`src/rtl/pipe_stage_hs.sv`:
```
// Pipeline stage register with valid/ready handshake, optional two-entry skid
// buffer, synchronous flush and a saturating back-pressure cycle counter.
module pipe_stage_hs #(
  parameter int                DATA_W    = 32,
  parameter logic [DATA_W-1:0] RESET_VAL = '0,
  parameter bit                SKID      = 1'b1,
  parameter int                CNT_W     = 16
) (
  input  logic              clk,
  input  logic              rst,
  input  logic              flush,
  input  logic              in_valid,
  output logic              in_ready,
  input  logic [DATA_W-1:0] in_data,
  output logic              out_valid,
  input  logic              out_ready,
  output logic [DATA_W-1:0] out_data,
  output logic [1:0]        occupancy,
  output logic [CNT_W-1:0]  stall_cnt
);

  // Handshake: a transfer happens on the rising edge ending a cycle in which
  // valid and ready are both high on that side of the stage.
  logic in_fire;
  logic out_fire;

  assign in_fire  = in_valid & in_ready;
  assign out_fire = out_valid & out_ready;

  // Encoding doubles as the occupancy count.
  typedef enum logic [1:0] {
    EMPTY = 2'd0,
    BUSY  = 2'd1,
    FULL  = 2'd2
  } state_t;

  always_ff @(posedge clk or posedge rst) begin
    if (rst) begin
      stall_cnt <= '0;
    end else if (out_valid && !out_ready && (stall_cnt != {CNT_W{1'b1}})) begin
      stall_cnt <= stall_cnt + CNT_W'(1);
    end
  end

  if (SKID) begin : g_skid
    state_t            state_q, state_d;
    logic [DATA_W-1:0] m_q, m_d;
    logic [DATA_W-1:0] s_q, s_d;
    logic              in_ready_q;

    always_comb begin
      state_d = state_q;
      m_d     = m_q;
      s_d     = s_q;
      case (state_q)
        EMPTY: begin
          if (in_fire) begin
            state_d = BUSY;
            m_d     = in_data;
          end
        end
        BUSY: begin
          if (in_fire && out_fire) begin
            m_d = in_data;
          end else if (in_fire) begin
            state_d = FULL;
            s_d     = in_data;
          end else if (out_fire) begin
            state_d = EMPTY;
          end
        end
        FULL: begin
          if (out_fire) begin
            state_d = BUSY;
            m_d     = s_q;
          end
        end
        default: state_d = EMPTY;
      endcase
      // Flush wins over any capture; the output side may still complete.
      if (flush) begin
        state_d = EMPTY;
        m_d     = RESET_VAL;
        s_d     = RESET_VAL;
      end
    end

    always_ff @(posedge clk or posedge rst) begin
      if (rst) begin
        state_q    <= EMPTY;
        m_q        <= RESET_VAL;
        s_q        <= RESET_VAL;
        in_ready_q <= 1'b1;
      end else begin
        state_q    <= state_d;
        m_q        <= m_d;
        s_q        <= s_d;
        in_ready_q <= (state_d != FULL);
      end
    end

    assign in_ready  = in_ready_q;
    assign out_valid = (state_q != EMPTY);
    assign out_data  = m_q;
    assign occupancy = state_q;
  end else begin : g_pass
    logic              valid_q;
    logic [DATA_W-1:0] m_q;

    always_ff @(posedge clk or posedge rst) begin
      if (rst) begin
        valid_q <= 1'b0;
        m_q     <= RESET_VAL;
      end else if (flush) begin
        valid_q <= 1'b0;
        m_q     <= RESET_VAL;
      end else if (in_fire) begin
        valid_q <= 1'b1;
        m_q     <= in_data;
      end else if (out_fire) begin
        valid_q <= 1'b0;
      end
    end

    // Combinational ready lets a draining register refill in the same cycle.
    assign in_ready  = !valid_q || out_ready;
    assign out_valid = valid_q;
    assign out_data  = m_q;
    assign occupancy = {1'b0, valid_q};
  end

endmodule

```
`config.mk`:
```
export PLATFORM = sky130hd
export DESIGN_NAME = pipe_stage_hs
export DESIGN_NICKNAME = d
export VERILOG_FILES = /design/src/rtl/pipe_stage_hs.sv
export SDC_FILE = /design/constraint.sdc
export NUM_CORES = 1
export LEC_CHECK = 0
export ABC_AREA = 1
export BUFFER_PORTS_ARGS = -buffer_cell sky130_fd_sc_hd__buf_2
export CAP_MARGIN = 30
export CORE_ASPECT_RATIO = 0.8
export CORE_MARGIN = 8
export CORE_UTILIZATION = 54
export DETAILED_ROUTE_END_ITERATION = 10
export PLACE_DENSITY = 0.8
export REMOVE_ABC_BUFFERS = 1
export SLEW_MARGIN = 20
export SYNTH_ARGS = -nofsm -noshare
export SYNTH_HDL_FRONTEND = slang
export SYNTH_SLANG_ARGS = --single-unit
```
`constraint.sdc`:
```
create_clock -name clk -period 3.5 [get_ports clk]
set_clock_uncertainty 0.15 [all_clocks]
set_input_delay 0.35 -clock clk [delete_from_list [all_inputs] [get_ports clk]]
set_output_delay 0.35 -clock clk [all_outputs]
set_load 0.01 [all_outputs]
```
## Word level (Yosys, flattened, before mapping)

Index checks and enable logic that the tools add are counted.

| cells by class | value |
|---|---|
| eq/ne operators | 8 |
| multiplexer cells | 15 |
| add/subtract/negate cells | 1 |
| reductions and logical operators | 11 |
| bitwise operators | 2 |

Operator list:

| kind | number |
|---|---|
| 2-to-1 mux 32 bit | 7 |
| one-hot mux 32 bit (3 select lines) | 1 |
| adder 16 x 1 -> 16 bit (second input constant) | 1 |
| inequality test 16 bit (second input constant) | 1 |
| 2-to-1 mux 2 bit | 6 |
| inequality test 3 bit (second input constant) | 3 |
| one-hot mux 2 bit (3 select lines) | 1 |
| nonzero test 2 bit | 3 |
| inequality test 2 bit (second input constant) | 2 |
| AND reduction 4 bit | 1 |
| nonzero test 4 bit | 1 |
| logical AND 1 bit | 3 |
| AND reduction 3 bit | 1 |
| bitwise AND 1 bit | 2 |
| equality test 2 x 1 -> 1 bit (second input constant) | 1 |
| equality test 2 bit (second input constant) | 1 |
| logical NOT 2 bit | 1 |
| logical NOT 1 bit | 1 |

| storage, ports and cells | value |
|---|---|
| register bits after elaboration | 83 |
| bits of input ports | 37 |
| output and inout bits | 52 |

## Logic depth before layout (Yosys ltp)

Gate-level depths: netlist (run 1).

| depth | value |
|---|---|
| depth in word-level cells | 8 |
| depth in mapped cells | 9 |

## Least setup slack after synthesis (run 1)

No wires, ideal clock.

| path | value |
|---|---|
| path kind | register to register |
| from | register stall_cnt[0] |
| to | register stall_cnt[9] |
| data arrival time | 1430 ps |
| buffers on the path | 1 |
| stages on the path, launching flop included | 10 |
| path slack | 1855 ps |
| clock period less this slack | 1645 ps |
| path through | dfrtp_1 ha_1 nand3_2 nor2_2 nand2_2 nor2_1 nor2_1 buf_2 nand2_1 nand2_1 |

| between the ends | value |
|---|---|
| word-level cells in the longest chain between the ends | 2 |
| elaborated cells between the ends (all ways) | 3 |

Ends and longest elaborated chain:

| element | RTL line | source |
|---|---|---|
| start, declared | 19 | `output logic [CNT_W-1:0] stall_cnt` |
| start signal, assigned | 41 | `stall_cnt <= stall_cnt + CNT_W'(1);` |
| branches (longest 2 deep; another with adder 16 x 1 -> 16 bit) | n/a |  |

Several ways; the timed one is not identified.
A chain may end at the register's enable or synchronous reset.

## Worst setup path after layout (run 1)

| path | value |
|---|---|
| from | register g_skid.state_q[1], in the netlist occupancy[1] |
| to | register g_skid.m_q[8], in the netlist out_data[8] |

| between the ends | value |
|---|---|
| word-level cells in the longest chain between the ends | 5 |
| elaborated cells between the ends (all ways) | 13 |

Ends and longest elaborated chain:

| element | RTL line | source |
|---|---|---|
| start, declared | 46 | `state_t state_q, state_d;` |
| start signal, assigned | 95 | `state_q <= state_d;` |
| nonzero test 2 bit | 103 | `assign out_valid = (state_q != EMPTY);` |
| bitwise AND 1 bit | 28 | `assign out_fire = out_valid & out_ready;` |
| logical AND 1 bit | 63 | `if (in_fire && out_fire) begin` |
| inequality test 3 bit (no line) | n/a |  |
| AND reduction 4 bit (no line) | n/a |  |
| end signal, assigned | 96 | `m_q <= m_d;` |
| end, declared | 47 | `logic [DATA_W-1:0] m_q, m_d;` |

Several ways; a longest one is shown, not always the timed one.

==> out/results.ini, run 1 <==
[placement]
finalWeightedCongestion = 0.869
place_ws_ns = 1.23
hpwl_um = 6790
io_buffers = 88

[cells_and_area]
fin_nets = 635
num_antenna_cells = 0
syn2layout_area_growth_pct = 17.1
fillers = 623
drive_gt1_share_pct = 20.4

[worst_setup_path]
cp_data_arrival_time_ns = 2.42
r2r_cells = 8
cpMostUsedCell = nand2_1
critPathRequiredTime_ns = 3.64
start_kind = flip-flop
worst-path-max-fanout = 33
reg2reg_from = occupancy[1]$_DFF_PP0_
worstPathCellList = inv_2, nand2_2, nand2_1, o211ai_2, nand2_2, inv_2, nand2_1, nand2_1
worstReg2RegEnd = out_data[8]$_DFFE_PP0P_
critPathTopFamily = simple AND/OR/NAND/NOR gates
critPathCaptureType = flip-flop
slowest_stage = inv_2
r2r_slack_ns = 1.22
crit_type = reg -> reg
slowest_delay_ns = 0.59
path_buf_inv = 2

[global_route]
grt_pass1_wl_um = 16400
overflow = 0
grt_max_degree = 66
grt_pass1_vias = 3555
track_usage_pct = 19.2
grt_antenna_before_repair = 0

[sta]
final-setup-viol-count = 0
min_period_ns = 2.28
fmax_mhz = 439
slew_headroom_pct = 34.8
layout_setup_ws_ns = 1.22
finalSetupTns_ns = 0
final_max_slew_viol_count = 0
worst_pin_slew_ns = 0.975
timing.hold.ws_ns = 0.0440
rsz0062_at_grt = false
fin_crit_sh_pct = 65.1
hold_violations = 0

[clock_network]
numClockSinks = 83
cts_setup_buffers = 0
htree_levels = 3
worstSkewPairLatency_ns = 0.35
cts-root-buf = clkbuf_8
cts_made_buffers = 9
hold_buffers = 0
cts_tree = built
clockBufferDepth = 2
post_cts_resized = 0
clkSlewWorstSetupHoldPaths_ns = 0.08

[pwr]
p_leak_nw = 2.58
peakVddDrop_uv = 214
p_total_mw = 2.07
p_per_area_nw_per_um2 = 439

[routing]
postRouteAntennaNets = 0
vias = 3621
dr.pass1.iters = 5
viasPerCell = 5.23
routedWlPerCell_um = 14.2
dr.first_iter.drc_count = 274
finalWirelength_um = 9830
drc = 0

[synthesis]
synth_area_leaders = dfrtp_1 51%, nand2_1 16%, nand3_1 7.0%
synth_seq_area_share_pct = 51.8
yosys.area.top_type_share_pct = 51.1
ys_types = 25
synthCells = 517
yosys_warnings = 0
avgSynthCellArea_sq_um = 7.77
yosysMostFrequentCell = nand2_1
synth_area_sq_um = 4020
postSynth.asyncResetShare_pct = 100
synth_seq_cells = 83
synth_common_cells = 171 x nand2_1, 82 x dfrtp_1, 56 x nand3_1
synth_edf_count = 0
ys.flop_type = dfrtp_1
synth_top_cell_by_area = dfrtp_1

[die]
num_rows = 28
die_h_um = 93.1
io-pin-count = 89
dieArea_sq_um = 10500
initial_core_util_pct = 55.1
die_x_um = 112
core_area_sq_um = 7290

[min_path]
hold_class = in -> reg
hold_path.startpoint = flush
holdPathStages = 2
whs_endpoint = occupancy[0]$_DFF_PP0_

[job]
max_cap_viol_count = 0

[outcome]
status = finished clean

flip-flops by register name, indices dropped and copies added (netlist names):
name,cells
stall_cnt,16
g_skid.s_q,32
in_ready,1
occupancy,2
out_data,32
where the power goes:
group,switching (mW),total [mW],internal [mW]
combinational,0.195,0.310,0.115
clock,0.336,0.685,0.349
sequential,0.0512,1.07,1.02
total,0.582,2.07,1.48
metrics by stage:
| step | area [sq um] | utilization [%] | std cells |
|---|---|---|---|
| final | 4700 | 64.5 | 692 |
| after floorplan | 3890 | - | 493 |
| after CTS | 4670 | 64.0 | 690 |
| after global routing | 4700 | 64.5 | 692 |
| after global placement | 4470 | 61.4 | 674 |
| after detailed placement | 4470 | 61.4 | 674 |
how the worst max path moves through the flow:
stage | startpoint | to | slack [ns] | depth (start not counted)
final | occupancy[1]$_DFF_PP0_ | out_data[8]$_DFFE_PP0P_ | 1.22 | 8
after global routing | occupancy[1]$_DFF_PP0_ | out_data[1]$_DFFE_PP0P_ | 0.99 | 8
after CTS | in_ready$_DFF_PP1_ | out_data[8]$_DFFE_PP0P_ | 1.23 | 7
after detailed placement | in_ready$_DFF_PP1_ | out_data[8]$_DFFE_PP0P_ | 1.23 | 7
after global placement | in_ready$_DFF_PP1_ | out_data[15]$_DFFE_PP0P_ | 1.34 | 7
after floorplan | rst | g_skid.s_q[0]$_DFFE_PP0P_ | 0.86 | 1
cell usage in the layout (no fill, tap or decap):
cell / n
clkbuf_1: 2
clkbuf_8: 10
nor2_4: 1
nand2_2: 5
clkinv_2: 2
clkinvlp_4: 2
nor2_2: 1
a21oi_1: 19
nand2_4: 1
nand3_1: 56
nor3_4: 1
dlygate4sd3_1: 1
xnor2_1: 7
dfstp_2: 1
clkinv_1: 1
buf_4: 3
o21ai_0: 50
buf_2: 88
o21ai_1: 2
inv_2: 3
o211ai_2: 1
ha_1: 1
nand3_2: 1
nor2_1: 37
dfrtp_1: 82
nand4_1: 4
o21ai_4: 1
bufinv_16: 1
buf_12: 1
nand2_1: 170
inv_1: 47
area by class of cell:
cell class,instances,area [sq um],share of cell area [%]
Tap cell,90,113,2.39
Multi-Input combinational cell,358,1630,34.6
Timing Repair Buffer,93,493,10.5
Clock buffer,12,145,3.09
Inverter,52,196,4.18
Sequential cell,83,2080,44.2
Clock inverter,4,50.0,1.06
cell families (layout without fill, tap and decap cells):
group	Yosys count	count (layout)	share of synthesized area [%]
and+or+nand+nor	277	277	28.9
DFF	83	83	51.8
buffers and inverters	76	161	7.91
AOI/OAI and AO/OA	73	73	9.57
xor gates and xnor gates	7	7	1.53
adders and majority gates	1	1	0.312
layer usage:
layer  vias to the layer above  routed length (um)  GRT usage [%]
met4                         0                 213           7.84
met5                         -                   0              0
met1                      1705                4230           23.7
met2                       108                4710           30.7
li1                       1792                   -              -
met3                        16                 678           6.31
Power figures use the tool's default switching activity.
==> inputs of run 2 (changes only) <==
--- a/config.mk
+++ b/config.mk
@@ -10,9 +10,9 @@
 export CAP_MARGIN = 30
 export CORE_ASPECT_RATIO = 0.8
 export CORE_MARGIN = 8
-export CORE_UTILIZATION = 54
+export CORE_UTILIZATION = 49
 export DETAILED_ROUTE_END_ITERATION = 10
-export PLACE_DENSITY = 0.8
+export PLACE_DENSITY = 0.76
 export REMOVE_ABC_BUFFERS = 1
 export SLEW_MARGIN = 20
 export SYNTH_ARGS = -nofsm -noshare
==> constraint.sdc (replaced) <==
create_clock -name clk -period 1.8 [get_ports clk]
set_clock_uncertainty 0.15 [all_clocks]
set_input_delay 0.18 -clock clk [delete_from_list [all_inputs] [get_ports clk]]
set_output_delay 0.18 -clock clk [all_outputs]
set_load 0.01 [all_outputs]
==> run 2 against run 1 <==
Critical path depth unchanged. Via count up 7.2%. Flip-flop and latch count unchanged. Non-clock buffer count up 63. Clock-buffer cell count down 2. Combinational power rose to 2.5 times the previous value. Final cell count up 12%. Highest routed layer unchanged. Global-route usage up 0.40 points. Critical path type unchanged. Largest cell class unchanged.
==> out/results.ini, run 2 (same netlist as run 1, synthesis figures left out) <==
[global_route]
grt_pass1_wl_um = 18000  ; +10%
grt_pass1_vias = 3894  ; +9.5%
track_usage_pct = 19.6  ; +0.40 points
overflow = 0  ; unchanged
grt_max_degree = 45  ; -32%
grt_antenna_before_repair = 0  ; unchanged

[die]
core_area_sq_um = 7950  ; +9.0%
initial_core_util_pct = 50.5  ; -4.6 points
die_x_um = 117  ; +4.3%
die_h_um = 97.0  ; +4.1%
num_rows = 29  ; +3.6%
dieArea_sq_um = 11400  ; +8.6%
io-pin-count = 89  ; unchanged

[sta]
hold_violations = 0  ; unchanged
final_max_slew_viol_count = 0  ; unchanged
slew_headroom_pct = 74.7  ; +40 points
finalSetupTns_ns = 0  ; unchanged
min_period_ns = 1.68  ; -0.596 ns
final-setup-viol-count = 0  ; unchanged
fmax_mhz = 594  ; +35%
rsz0062_at_grt = false
worst_pin_slew_ns = 0.380  ; -0.595 ns
fin_crit_sh_pct = 93.5  ; +28 points

[routing]
drc = 0  ; unchanged
dr.pass1.iters = 4  ; -1
dr.first_iter.drc_count = 236  ; -14%
finalWirelength_um = 10700  ; +8.7%
postRouteAntennaNets = 0  ; unchanged
viasPerCell = 5.02  ; -4.1%
routedWlPerCell_um = 13.8  ; -2.7%
vias = 3881  ; +7.2%

[worst_setup_path]
r2r_cells = 8  ; unchanged
r2r_slack_ns = 0.12  ; -1.10 ns
critPathRequiredTime_ns = 1.90  ; -1.74 ns
critPathCaptureType = flip-flop
crit_type = reg -> reg
cp_data_arrival_time_ns = 1.78  ; -0.64 ns
worst-path-max-fanout = 6  ; -82%
start_kind = flip-flop
reg2reg_from = stall_cnt[2]$_DFFE_PP0P_
worstReg2RegEnd = stall_cnt[15]$_DFFE_PP0P_

[clock_network]
clockBufferDepth = 2  ; unchanged
clkSlewWorstSetupHoldPaths_ns = 0.09  ; about the same
htree_levels = 3  ; unchanged
worstSkewPairLatency_ns = 0.35  ; about the same
cts_made_buffers = 9  ; unchanged
cts-root-buf = clkbuf_8
cts_tree = built
numClockSinks = 83  ; unchanged
cts_setup_buffers = 0  ; unchanged

[pwr]
clockPowerShare_pct = 32.6  ; -0.6 points
p_seq_share_pct = 48.7  ; -3.1 points
netSwitchingFraction_pct = 28.6  ; +0.43 points
p_leak_nw = 2.88  ; +12%
p_per_area_nw_per_um2 = 791  ; +80%
switchingPower_mw = 1.20  ; +110%
combPwrFrac_pct = 18.7  ; +3.7 points
peakVddDrop_uv = 437  ; +100%
intPower_mw = 3.01  ; +100%

[cells_and_area]
num_antenna_cells = 0  ; unchanged
instances_no_fill = 773  ; +12%
final_core_util_pct = 66.9  ; +2.4 points
final_common_cell = nand2_1
drive_gt1_share_pct = 23.3  ; +2.9 points
fillers = 631  ; +1.3%
final_cell_mix = 170 x nand2_1, 88 x buf_2, 82 x dfrtp_1
seqCellArea_sq_um = 2080  ; unchanged
multiInputGateArea_sq_um = 1630  ; +0.15%
fin_nets = 698  ; +9.9%
syn2layout_area_growth_pct = 32.5

[min_path]
hold_path.startpoint = in_valid
whs_endpoint = occupancy[0]$_DFF_PP0_
holdPathStages = 4  ; +2
hold_class = in -> reg

[placement]
io_buffers = 88  ; unchanged
finalWeightedCongestion = 0.891  ; +2.5%
dpl.cell_count = 722  ; +7.1%
hpwl_um = 7380  ; +8.7%

[job]
max_cap_viol_count = 0  ; unchanged

[outcome]
status = finished clean

==> run 2: changes by cell type in the layout (fill, tap and decap cells not counted), sizes merged <==
cell / change
dlygate4sd3: +34
buf: +29
clkbuf: -2
clkinv: +1
inv: +1
==> run 2: power groups by stage <==
| stage | Clock, mW | Combinational, mW | Sequential [mW] |
|---|---|---|---|
| 2_1_floorplan | 0 | 0.297 | 2.16 |
| 5_1_grt | 1.46 | 0.876 | 2.07 |
| 3_5_place_dp | 0 | 0.730 | 2.09 |
| 3_3_place_gp | 0 | 0.717 | 2.08 |
| 6_report | 1.37 | 0.787 | 2.05 |
| 4_1_cts | 1.39 | 0.792 | 2.05 |
==> run 2: critical path, stage by stage (launching register included) <==
cell,delay [ns]
dfrtp_1,0.38
buf_4,0.15
nand2_1,0.05
nor2_1,0.27
nand2_1,0.21
o21ai_0,0.20
nand2_1,0.07
nand2_1,0.06
nand2_1,0.04
==> run 2: repair_timing <==
| item | in CTS | in global routing |
|---|---|---|
| gates resized for setup | 1 | 3 |
| hold endpoints to repair | 116 | 0 |
| hold buffers | 35 | 0 |
| setup endpoints to repair | 13 | 34 |
==> run 2: per-stage QoR <==
step           hold WS [ns]  cell area (sq um)  power (mW)  setup slack, ns
6_report             0.0916               5320        4.21            0.117
5_1_grt               0.137               5320        4.40           0.0117
4_1_cts              0.0869               5310        4.23           0.0309
3_5_place_dp        -0.0129               4760        2.82           -0.141
3_3_place_gp        -0.0124               4760        2.79          -0.0712
2_1_floorplan        0.0931               3890        2.46           -0.665
==> run 2: layout make-up <==
class | instances | share of cell area, %
multi-input cells | 358 | 30.6
clock buffers | 10 | 2.59
repair buffers | 156 | 20.2
clock inverters | 6 | 1.20
inverters | 52 | 3.74
flip-flops and latches | 83 | 39.1
well taps | 108 | 2.54
==> run 2: per-layer routing <==
| metal | track usage (%) | vias up | part of all wire, % |
|---|---|---|---|
| met5 | 0 | - | 0 |
| met4 | 8.25 | 0 | 2.9 |
| met3 | 3.60 | 20 | 5.4 |
| met2 | 32.8 | 120 | 49 |
| met1 | 23.9 | 1821 | 43 |
| li1 | - | 1920 | - |
==> run 2: how the worst max path moves through the flow <==
stage	start	to	depth (start not counted)
3_5_place_dp	stall_cnt[0]$_DFFE_PP0P_	stall_cnt[9]$_DFFE_PP0P_	8
4_1_cts	out_ready	out_data[2]$_DFFE_PP0P_	9
2_1_floorplan	rst	g_skid.s_q[0]$_DFFE_PP0P_	1
6_report	stall_cnt[2]$_DFFE_PP0P_	stall_cnt[15]$_DFFE_PP0P_	8
3_3_place_gp	stall_cnt[0]$_DFFE_PP0P_	stall_cnt[15]$_DFFE_PP0P_	8
5_1_grt	stall_cnt[2]$_DFFE_PP0P_	stall_cnt[9]$_DFFE_PP0P_	8
==> inputs of run 3 (changes only) <==
--- a/config.mk
+++ b/config.mk
@@ -5,13 +5,13 @@
 export SDC_FILE = /design/constraint.sdc
 export NUM_CORES = 1
 export LEC_CHECK = 0
-export ABC_AREA = 1
 export BUFFER_PORTS_ARGS = -buffer_cell sky130_fd_sc_hd__buf_2
 export CAP_MARGIN = 30
 export CORE_ASPECT_RATIO = 0.8
 export CORE_MARGIN = 8
 export CORE_UTILIZATION = 49
 export DETAILED_ROUTE_END_ITERATION = 10
+export HOLD_SLACK_MARGIN = 0.03
 export PLACE_DENSITY = 0.76
 export REMOVE_ABC_BUFFERS = 1
 export SLEW_MARGIN = 20
==> constraint.sdc (replaced) <==
create_clock -name clk -period 1.4 [get_ports clk]
set_clock_uncertainty 0.15 [all_clocks]
set_input_delay 0.14 -clock clk [delete_from_list [all_inputs] [get_ports clk]]
set_output_delay 0.14 -clock clk [all_outputs]
set_load 0.01 [all_outputs]
==> run 3 against run 2 <==
The flow now finishes with violations (negative setup slack). Utilization grew 14 points. Global-route usage grew 3.4 points. Combinational power grew to 2.6 times the previous value. Via count grew 4.3%. First-iteration DRC count shrank 7.2%. Power grew 56%. Final area grew 20%. Worst setup slack lost 0.59 ns. Synthesized cell count shrank 26%. Register-to-register slack lost 0.59 ns. Critical endpoint is now stall_cnt[13]$_DFFE_PP0P_.
==> out/results.ini, run 3 <==
[min_path]
hold_path.startpoint = out_ready
whs_endpoint = in_ready$_DFF_PP1_
holdPathStages = 3  ; -1
hold_class = in -> reg

[worst_setup_path]
crit_type = reg -> reg
start_kind = flip-flop
r2r_cells = 6  ; -2
critPathRequiredTime_ns = 1.53  ; -0.37 ns
critPathCaptureType = flip-flop
reg2reg_from = stall_cnt[4]$_DFFE_PP0P_
cp_data_arrival_time_ns = 2.00  ; +0.22 ns
worstReg2RegEnd = stall_cnt[13]$_DFFE_PP0P_
worst-path-max-fanout = 6  ; unchanged
r2r_slack_ns = -0.47  ; -0.59 ns

[clock_network]
clockBufferDepth = 2  ; unchanged
htree_levels = 3  ; unchanged
cts_tree = built
worstSkewPairLatency_ns = 0.36  ; about the same
numClockSinks = 83  ; unchanged
cts_made_buffers = 9  ; unchanged
cts-root-buf = clkbuf_8
clkSlewWorstSetupHoldPaths_ns = 0.09  ; about the same

[global_route]
overflow = 0  ; unchanged
track_usage_pct = 23.0  ; +3.4 points
grt_pass1_vias = 3998  ; +2.7%
grt_antenna_before_repair = 0  ; unchanged
grt_max_degree = 40  ; -11%
grt_pass1_wl_um = 21400  ; +19%

[cells_and_area]
seqCellArea_sq_um = 2080  ; +0.24%
multiInputGateArea_sq_um = 2260  ; +39%
drive_gt1_share_pct = 51.2  ; +28 points
num_antenna_cells = 0  ; unchanged
final_common_cell = buf_2
final_cell_mix = 83 x buf_2, 78 x dfrtp_1, 61 x nand2_1
fillers = 405  ; -36%
fin_nets = 601  ; -14%
syn2layout_area_growth_pct = 58.9

[sta]
final-setup-viol-count = 87  ; +87
min_period_ns = 1.87  ; +0.189 ns
slew_headroom_pct = 71.3  ; -3.3 points
fin_crit_sh_pct = 134  ; +40 points
rsz0062_at_grt = true
fmax_mhz = 534  ; -10%
final_max_slew_viol_count = 0  ; unchanged
hold_violations = 0  ; unchanged
finalSetupTns_ns = -30.73  ; -30.73 ns
layout_setup_ws_ns = -0.472  ; -0.589 ns
worst_pin_slew_ns = 0.427  ; +0.0467 ns

[synthesis]
synth_edf_count = 0  ; unchanged
synth_top_cell_by_area = dfrtp_1
synth_common_cells = 82 x dfrtp_1, 70 x nand2_1, 36 x a21oi_1
ys.flop_type = dfrtp_1
synth_seq_area_share_pct = 51.5  ; -0.22 points
yosys_warnings = 0  ; unchanged
synth_area_sq_um = 4030  ; +0.44%
ys_types = 37  ; +48%
avgSynthCellArea_sq_um = 10.6  ; +36%
synthCells = 382  ; -26%
yosys.area.top_type_share_pct = 50.9  ; -0.22 points
yosysMostFrequentCell = dfrtp_1
synth_seq_cells = 83  ; unchanged
synth_area_leaders = dfrtp_1 51%, a211oi_2 9.3%, mux2i_1 7.9%
postSynth.asyncResetShare_pct = 100  ; unchanged

[die]
die_h_um = 97.1  ; +0.18%
die_x_um = 117  ; +0.19%
core_area_sq_um = 7950  ; unchanged
num_rows = 29  ; unchanged
io-pin-count = 89  ; unchanged
initial_core_util_pct = 50.7  ; +0.22 points
dieArea_sq_um = 11400  ; +0.37%

[placement]
hpwl_um = 7710  ; +4.4%
place_ws_ns = -0.410  ; -0.269 ns
io_buffers = 88  ; unchanged
finalWeightedCongestion = 0.906  ; +1.7%

[routing]
finalWirelength_um = 15500  ; +45%
viasPerCell = 5.99  ; +19%
drc = 0  ; unchanged
vias = 4049  ; +4.3%
dr.pass1.iters = 5  ; +1
postRouteAntennaNets = 0  ; unchanged
routedWlPerCell_um = 22.9  ; +66%
dr.first_iter.drc_count = 219  ; -7.2%

[pwr]
p_leak_nw = 3.03  ; +5.1%
p_per_area_nw_per_um2 = 1020  ; +29%
peakVddDrop_uv = 630  ; +44%

[outcome]
status = finished with violations
failed_checks = negative setup slack

[job]
max_cap_viol_count = 0  ; unchanged

-- run 3: kinds of logic after synthesis --
group                    share of synthesized area (%)
AO/OA/AOI/OAI                                     16.7
XOR/XNOR                                          2.82
adder cells (fa/ha/maj)                          0.310
buffers and inverters                             4.44
flip-flops                                        51.5
multiplexers                                      8.22
AND/OR/NAND/NOR                                   15.9
-- run 3: critical path, stage by stage (launching register included) --
cell and delay [ns]:
dfrtp_1 0.47, and3_1 0.27, nand4_1 0.15, buf_6 0.18
nor4_2 0.27, buf_4 0.17, xor2_1 0.13
-- run 3: what timing repair did --
item / in CTS / in global routing
setup buffers: 15 / 14
pin swaps: 37 / 41
cloned: 4 / 4
resized for setup: 78 / 74
setup endpoints to repair: 86 / 91
hold buffers: 34 / 0
endpoints found under the hold margin: 141 / 0
-- run 3: worst max-delay path by stage --
stage	from	end	slack [ns]
after global routing	occupancy[1]$_DFF_PP0_	out_data[15]$_DFFE_PP0P_	-0.51
final	stall_cnt[4]$_DFFE_PP0P_	stall_cnt[13]$_DFFE_PP0P_	-0.47
after floorplan	in_ready$_DFF_PP1_	out_data[25]$_DFFE_PP0P_	-2.11
after detailed placement	stall_cnt[0]$_DFFE_PP0P_	stall_cnt[1]$_DFFE_PP0P_	-0.41
after global placement	stall_cnt[0]$_DFFE_PP0P_	stall_cnt[1]$_DFFE_PP0P_	-0.34
after CTS	occupancy[1]$_DFF_PP0_	out_data[23]$_DFFE_PP0P_	-0.33
-- run 3: where the power goes --
group          internal, mW  switching [mW]
Sequential             2.59           0.184
Combinational         0.989            1.04
Clock                 0.833           0.918
-- run 3: stage by stage --
step / hold WS (ns) / util [%] / power [mW] / cells / cell area [sq um]
2_1_floorplan: 0.0481 / - / 3.41 / 352 / 3880
3_3_place_gp: -0.0505 / 61.5 / 4.05 / 595 / 4890
3_5_place_dp: -0.0441 / 61.5 / 4.11 / 595 / 4890
4_1_cts: 0.0583 / 74.8 / 6.18 / 662 / 5940
5_1_grt: 0.119 / 80.6 / 6.79 / 676 / 6410
6_report: 0.105 / 80.6 / 6.55 / 676 / 6410
-- run 3: final cells by class --
class,count,share of cell area (%)
flip-flops and latches,83,32.5
clock inverters,5,0.957
well taps,108,2.11
clock buffers,11,2.05
inverters,6,0.371
multi-input cells,263,35.2
repair buffers,200,26.8
-- run 3: layer usage --
metal	routed length, um	track usage [%]
met2	7650	38.7
met4	605	9.05
met1	6030	27.7
met3	1200	5.98
met5	0	0
